==> src/rtl/status_cond_unit_pkg.sv <==
// status_cond_unit_pkg: shared widths, NZCV bit positions and condition codes
// for the EXE-stage status/condition logic.
package status_cond_unit_pkg;
   localparam int STAT_W = 4;
   localparam int COND_W = 4;
   localparam int STAT_Z = 3;
   localparam int STAT_C = 2;
   localparam int STAT_N = 1;
   localparam int STAT_V = 0;
   typedef enum logic [COND_W-1:0] {
      COND_EQ = 4'h0, COND_NE = 4'h1, COND_CS = 4'h2, COND_CC = 4'h3,
      COND_MI = 4'h4, COND_PL = 4'h5, COND_VS = 4'h6, COND_VC = 4'h7,
      COND_HI = 4'h8, COND_LS = 4'h9, COND_GE = 4'hA, COND_LT = 4'hB,
      COND_GT = 4'hC, COND_LE = 4'hD, COND_AL = 4'hE, COND_NV = 4'hF
   } cond_e;
endpackage

==> src/rtl/status_cond_unit_cond_check.sv <==
// status_cond_unit_cond_check: evaluates a 4-bit condition code against NZCV
// flags; purely combinational so branch logic can reuse it.
module status_cond_unit_cond_check
   import status_cond_unit_pkg::*;
(
   input  logic [COND_W-1:0] cond,
   input  logic [STAT_W-1:0] flags,
   output logic              pass
);
   logic z, c, n, v, base;
   // Codes come in true/inverted pairs, so cond[0] just flips the even code's test.
   always_comb begin
      z = flags[STAT_Z];
      c = flags[STAT_C];
      n = flags[STAT_N];
      v = flags[STAT_V];
      base = 1'b1;
      case (cond[COND_W-1:1])
         3'd0: base = z;
         3'd1: base = c;
         3'd2: base = n;
         3'd3: base = v;
         3'd4: base = c & ~z;
         3'd5: base = (n == v);
         3'd6: base = ~z & (n == v);
         3'd7: base = 1'b1;
      endcase
      pass = base ^ cond[0];
   end
endmodule

==> src/rtl/status_cond_unit.sv <==
// status_cond_unit: NZCV register, carry feedback, ID condition check and flag hazard stall.
// Define STATUS_BYPASS_EN to forward EXE status to the check and drop the stall.
module status_cond_unit
   import status_cond_unit_pkg::*;
(
   input  logic              clk,
   input  logic              rst,
   input  logic              freeze,
   input  logic              flush,
   input  logic              exe_valid,
   input  logic              exe_s_bit,
   input  logic [STAT_W-1:0] status_in,
   input  logic              id_valid,
   input  logic [COND_W-1:0] id_cond,
   output logic [STAT_W-1:0] status_out,
   output logic              carry_out,
   output logic              cond_stall,
   output logic              exe_cond_ok
);
   logic [STAT_W-1:0] status_d, status_q, flags;
   logic              cond_ok_d, cond_ok_q, pass, s_upd;
   assign s_upd = exe_valid & exe_s_bit;
`ifdef STATUS_BYPASS_EN
   assign flags      = s_upd ? status_in : status_q;
   assign cond_stall = 1'b0;
`else
   assign flags      = status_q;
   assign cond_stall = id_valid & s_upd & (id_cond != COND_AL) & ~flush;
`endif
   status_cond_unit_cond_check u_cond_check (
      .cond  (id_cond),
      .flags (flags),
      .pass  (pass)
   );
   // flush does not block the flag write: the EXE instruction is older than the branch victim.
   always_comb begin
      status_d  = (s_upd & ~freeze) ? status_in : status_q;
      cond_ok_d = flush ? 1'b0 : freeze ? cond_ok_q : cond_stall ? 1'b0 : id_valid & pass;
   end
   always_ff @(posedge clk) begin
      if (rst) begin
         status_q  <= '0;
         cond_ok_q <= 1'b0;
      end else begin
         status_q  <= status_d;
         cond_ok_q <= cond_ok_d;
      end
   end
   assign status_out  = status_q;
   assign carry_out   = status_q[STAT_C];
   assign exe_cond_ok = cond_ok_q;
endmodule

==> config.mk <==
export PLATFORM = sky130hd
export DESIGN_NAME = status_cond_unit
export DESIGN_NICKNAME = d
export VERILOG_FILES = /design/src/rtl/status_cond_unit_pkg.sv /design/src/rtl/status_cond_unit_cond_check.sv /design/src/rtl/status_cond_unit.sv
export SDC_FILE = /design/constraint.sdc
export NUM_CORES = 1
export LEC_CHECK = 0
export BUFFER_PORTS_ARGS = -buffer_cell sky130_fd_sc_hd__buf_4
export CORE_AREA = 2 2 39 41
export DETAILED_ROUTE_END_ITERATION = 12
export DIE_AREA = 0 0 41 43
export PLACE_DENSITY = 0.52
export SYNTH_ARGS = -nofsm -noshare
export SYNTH_HDL_FRONTEND = slang
export SYNTH_HIERARCHICAL = 1
export SYNTH_SLANG_ARGS = --single-unit
==> constraint.sdc <==
create_clock -name clk -period 2.23 [get_ports clk]
set_clock_uncertainty 0.1 [all_clocks]
set_input_delay 0.446 -clock clk [delete_from_list [all_inputs] [get_ports clk]]
set_output_delay 0.446 -clock clk [all_outputs]
set_load 0.05 [all_outputs]
==> flow_summary.yaml, run 1 <==
cts:
  ctsHoldBuffers: 0
  clk_pin_slew_ns: 0.04
  cts.sinks: 5
  cts_setup_buffers: 0
  cts_root_buf: "clkbuf_4"
  htreeDepth: 1
  cts-resized-gates: 0
  clockBufferDepth: 2
  tritoncts: "built"
  clock_latency_ns: 0.24
  numCtsBuffers: 3
grt:
  grt_use_total_pct: 11.2
  grt_pass1_vias: 329
  grt_pass1_wl_um: 1280
  grt_remaining_overflow: 0
  antenna_found_initial: 0
  grt_max_degree: 7
synthesis:
  synth_top_area_share_pct: 31.4
  ys_ff_latch: 5
  avgSynthCellArea_um2: 9.12
  synth_flop_cell: "dfxtp_1"
  synth_seq_area_share_pct: 31.4
  synth_warnings: 6
  ys_top_cells_by_count: "6 x mux2i_1, 6 x nor2_1, 5 x dfxtp_1"
  netlist_instances: 35
  synth_edf_count: 0
  yosys.area.top_type: "dfxtp_1"
  synth_cell_type_count: 15
  syn_nets: 50
  postSynth.asyncResetShare_pct: 0
  synth_area_um2: 319
  synth_area_leaders: "dfxtp_1 31%, mux2i_1 19%, nor2_1 7.1%, nand3b_4 6.3%, xor2_1 5.5%"
floorplanning:
  fp.dieW_um: 41
  start_util_pct: 23.1
  core-area_um2: 1380
  die_area_um2: 1760
  fp.dieH_um: 43
  pin_count: 22
  rows: 14
detailed_routing:
  routed_wl_um: 792
  antenna_left: 0
  drt-initial-drc-count: 4
  drt-pass1-iter-count: 4
  num_vias: 346
  vias_per_cell: 4.61
  drc_errors: 0
  drt-wirelength-per-cell_um: 10.6
final_layout:
  drive_above_1_share_pct: 45.8
  fin_area_um2: 515
  antenna_cells: 0
  nets: 75
  area_growth_pct: 61.6
sta:
  tightest_slew_ns: 0.216
  hold_viol: 0
  drv_slew: 0
  fin_setup_tns_ns: 0
  min_period_ns: 1.70
  period_share_pct: 76.3
  setup_viol_count_final: 0
  maxSlewHeadroom_pct: 85.5
  rsz0062_at_grt: "false"
  fmax_mhz: 587
worst_setup_path:
  cp-start-kind: "input port"
  path_class: "input port to output pin"
  cp_max_fo: 2
  cp_cell_sequence: "buf_4 -> nand4b_1 -> a41oi_2 -> buf_4"
  cp.arrival_ns: 1.16
  critPathSlowestCell: "buf_4"
  critPathRequiredTime_ns: 1.68
  critical_path.endpoint_type: "output pin"
  max_stage_delay_ns: 0.23
  crit_top_cell: "buf_4"
flow_run:
  maxCapViolCount: 0
power:
  ir_drop_v: 0.000167
  finalPower_mw: 0.267
  powerDensity_nw_per_um2: 517
  p_leak_nw: 0.269
placement:
  io_buffers: 21
  place_area_um2: 489
  gp_congestion: 0.703
worst_hold_path:
  hp-class: "input port to flop"
run_status:
  status: "finished clean"
## cell usage in the layout, fill, tap and decap left out, drive strengths merged
master	Yosys	final
dfxtp	5	5
nor2	6	6
buf	1	21
clkbuf	0	4
o31ai	2	2
nand4b	1	1
a41oi	1	1
nor3	1	1
nand2	1	1
o21ai	2	2
nand3	2	2
mux2i	6	6
xor2	2	2
nand3b	1	1
a21oi	2	2
inv	2	2
## registers in the layout (all words and copies together) (netlist names)
signal / flops
status_out: 4
exe_cond_ok: 1
## worst paths after layout
| check | end | cells past startpoint | startpoint | slack, ns |
|---|---|---|---|---|
| hold reg to reg | exe_cond_ok | 2 | exe_cond_ok | 0.39 |
| setup reg to reg | exe_cond_ok | 7 | status_out[1] | 0.72 |
| setup / recovery | cond_stall | 4 | flush | 0.53 |
| hold / removal | status_out[1] | 2 | rst | 0.31 |
## critical path, delay by kind of cell
family / cells / cell delay [ns]
and+or+nand+nor: 1 / 0.18
buffers and inverters: 2 / 0.34
AOI/OAI and AO/OA: 1 / 0.19
## layout make-up
class / instances / area (um^2)
Inverter: 2 / 7.51
Fill cell: 148 / 868
Timing Repair Buffer: 21 / 158
Multi-Input combinational cell: 27 / 204
Tap cell: 16 / 20.0
Clock buffer: 4 / 26.3
Sequential cell: 5 / 100
## per-layer routing
| metal | wire length [um] | vias to the layer above | global-route usage [%] |
|---|---|---|---|
| met2 | 377 | 12 | 14.4 |
| met4 | 14 | 0 | 12.0 |
| li1 | - | 173 | - |
| met3 | 55 | 2 | 1.57 |
| met1 | 344 | 159 | 14.2 |
| met5 | 0 | - | 0 |
## power by group
part / internal (mW) / leakage, nW / switching (mW)
Sequential: 0.0927 / 0.0406 / 0.00281
Clock: 0.0676 / 0.0150 / 0.0368
Combinational: 0.0317 / 0.214 / 0.0350
## kinds of logic (layout without fill, tap and decap cells)
logic type	count (synthesis)	count (layout)	synth area share, %
AOI/OAI and AO/OA	7	7	16.1
xor gates and xnor gates	2	2	5.49
and+or+nand+nor	12	12	23.5
DFF	5	5	31.4
muxes	6	6	18.8
buffers and inverters	3	27	4.71
## per-stage QoR
step | hold slack, ns | cells | setup WS, ns | util [%]
finish | 0.309 | 75 | 0.528 | 37.3
global route | 0.304 | 75 | 0.499 | 37.3
CTS | 0.303 | 75 | 0.523 | 37.3
detailed placement | 0.377 | 71 | 0.525 | 35.4
global placement | 0.394 | 71 | 0.532 | 35.4
floorplan | 0.418 | 35 | 0.495 | -
Note: power is estimated with default switching activity, not from simulation.
==> run 2, diff against run 1 <==
Clock period 2.23 ns to 1.7 ns, I/O delays scaled along.
==> run 2 against run 1 <==
Worst setup slack lost 0.34 ns. Critical path depth is the same. Sequential cell count is the same. Combinational power grew 31%. Count of clock-buffer cells in the layout is the same. Register-to-register slack lost 0.49 ns. Global-route usage shrank 0.41 points. Non-clock buffer count is the same. Largest power group unchanged.
==> flow_summary.yaml, run 2 (same netlist as run 1, synthesis figures left out) <==
floorplanning:
  rows: 14
  die_area_um2: 1760
  start_util_pct: 23.1
  pin_count: 22
  core-area_um2: 1380
  fp.dieW_um: 41
  fp.dieH_um: 43
power:
  p_sw_mw: 0.0972
  ir_drop_v: 0.000232
  clkPwrFrac_pct: 39.0
  switching_share_pct: 27.8
  p_leak_nw: 0.270
  p_seq_share_pct: 36.0
  p_int_mw: 0.252
  p_comb_share_pct: 25.0
  powerDensity_nw_per_um2: 675
cts:
  clockBufferDepth: 2
  cts_setup_buffers: 0
  ctsHoldBuffers: 0
  cts_root_buf: "clkbuf_4"
  cts.sinks: 5
  clock_latency_ns: 0.24
  htreeDepth: 1
  numCtsBuffers: 3
  tritoncts: "built"
  cts-resized-gates: 0
  clk_pin_slew_ns: 0.04
sta:
  whs_ns: 0.191
  fin_setup_tns_ns: 0
  tightest_slew_ns: 0.187
  drv_slew: 0
  period_share_pct: 89.1
  rsz0062_at_grt: "false"
  min_period_ns: 1.52
  setup_viol_count_final: 0
  fmax_mhz: 660
  maxSlewHeadroom_pct: 87.2
  hold_viol: 0
worst_setup_path:
  r2r_slack_ns: 0.23
  path_class: "input port to output pin"
  critical_path.endpoint_type: "output pin"
  critPathBufInv: 2
  critPathSlowestCell: "buf_4"
  max_stage_delay_ns: 0.23
  cp-start-kind: "input port"
  cp.arrival_ns: 1.08
  r2r_cells: 7
  crit_top_cell: "buf_4"
  reg2reg_from: "status_out[1]"
  cp_cell_sequence: "buf_4 -> nand4b_1 -> a41oi_2 -> buf_4"
  r2r-end: "exe_cond_ok"
  cpLargestDelayFamily: "buffers and inverters"
  startpoint: "flush"
  cp_max_fo: 2
  critPathRequiredTime_ns: 1.26
placement:
  gp_congestion: 0.683
  io_buffers: 21
  dp_hpwl_um: 645
detailed_routing:
  drt-wirelength-per-cell_um: 10.6
  antenna_left: 0
  drc_errors: 0
  vias_per_cell: 4.31
  drt-initial-drc-count: 1
  drt-pass1-iter-count: 2
  routed_wl_um: 794
  num_vias: 323
grt:
  grt_pass1_vias: 312
  antenna_found_initial: 0
  grt_remaining_overflow: 0
  grt_pass1_wl_um: 1240
  grt_max_degree: 7
  grt_use_total_pct: 10.8
final_layout:
  layout_commonest_cell: "buf_4"
  fill_cells: 155
  antenna_cells: 0
  largest_reg_flops: 4
  area_growth_pct: 62.4
  nets: 75
  final_cell_mix: "21 x buf_4, 6 x mux2i_1, 6 x nor2_1"
  final_util_pct: 37.4
  drive_above_1_share_pct: 49.2
worst_hold_path:
  hp-start: "rst"
  hold_path_end: "status_out[1]"
  worstHoldPathCells: 2
  hp-class: "input port to flop"
run_status:
  status: "finished clean"
flow_run:
  maxCapViolCount: 0
-- run 2: worst register-to-register path: stages (launching register included) --
cell	delay [ns]
dfxtp_2	0.33
xor2_1	0.17
mux2i_1	0.13
o21ai_1	0.07
o21ai_1	0.16
xor2_1	0.16
nand3_1	0.08
o31ai_1	0.18
-- run 2: layout make-up --
class / instances / area (um^2) / share of cell area [%]
flip-flops and latches: 5 / 103 / 19.8
repair buffers: 21 / 158 / 30.4
multi-input cells: 27 / 204 / 39.4
clock buffers: 4 / 26.3 / 5.07
well taps: 16 / 20.0 / 3.86
inverters: 2 / 7.51 / 1.45
-- run 2: worst max-delay path by stage --
stage	end	slack (ns)	cells after the start
2_1_floorplan	exe_cond_ok	0.01	7
3_3_place_gp	exe_cond_ok	0.13	8
3_5_place_dp	exe_cond_ok	0.17	8
4_1_cts	cond_stall	0.17	4
5_1_grt	exe_cond_ok	0.11	7
6_report	cond_stall	0.18	4
-- run 2: metal layers --
metal  GRT usage [%]  wire, um  vias to the layer above
li1                -         -                      172
met1            13.2       336                      141
met2            14.1       385                        8
met3            1.57        59                        2
met4            12.0        12                        0
met5               0         0                        -
-- run 2: through the flow --
step           instance area [um^2]  power (mW)  std cells  setup WS [ns]
2_1_floorplan                   322       0.171         35         0.0147
3_3_place_gp                    492       0.217         71          0.134
3_5_place_dp                    492       0.216         71          0.168
4_1_cts                         518       0.357         75          0.169
5_1_grt                         518       0.371         75          0.114
6_report                        518       0.349         75          0.185
-- run 2: power groups by stage --
stage / clock network [mW] / logic [mW] / registers (mW)
floorplan: 0 / 0.0300 / 0.141
global placement: 0 / 0.0888 / 0.128
detailed placement: 0 / 0.0883 / 0.128
CTS: 0.143 / 0.0886 / 0.126
global route: 0.150 / 0.0948 / 0.126
finish: 0.136 / 0.0875 / 0.126
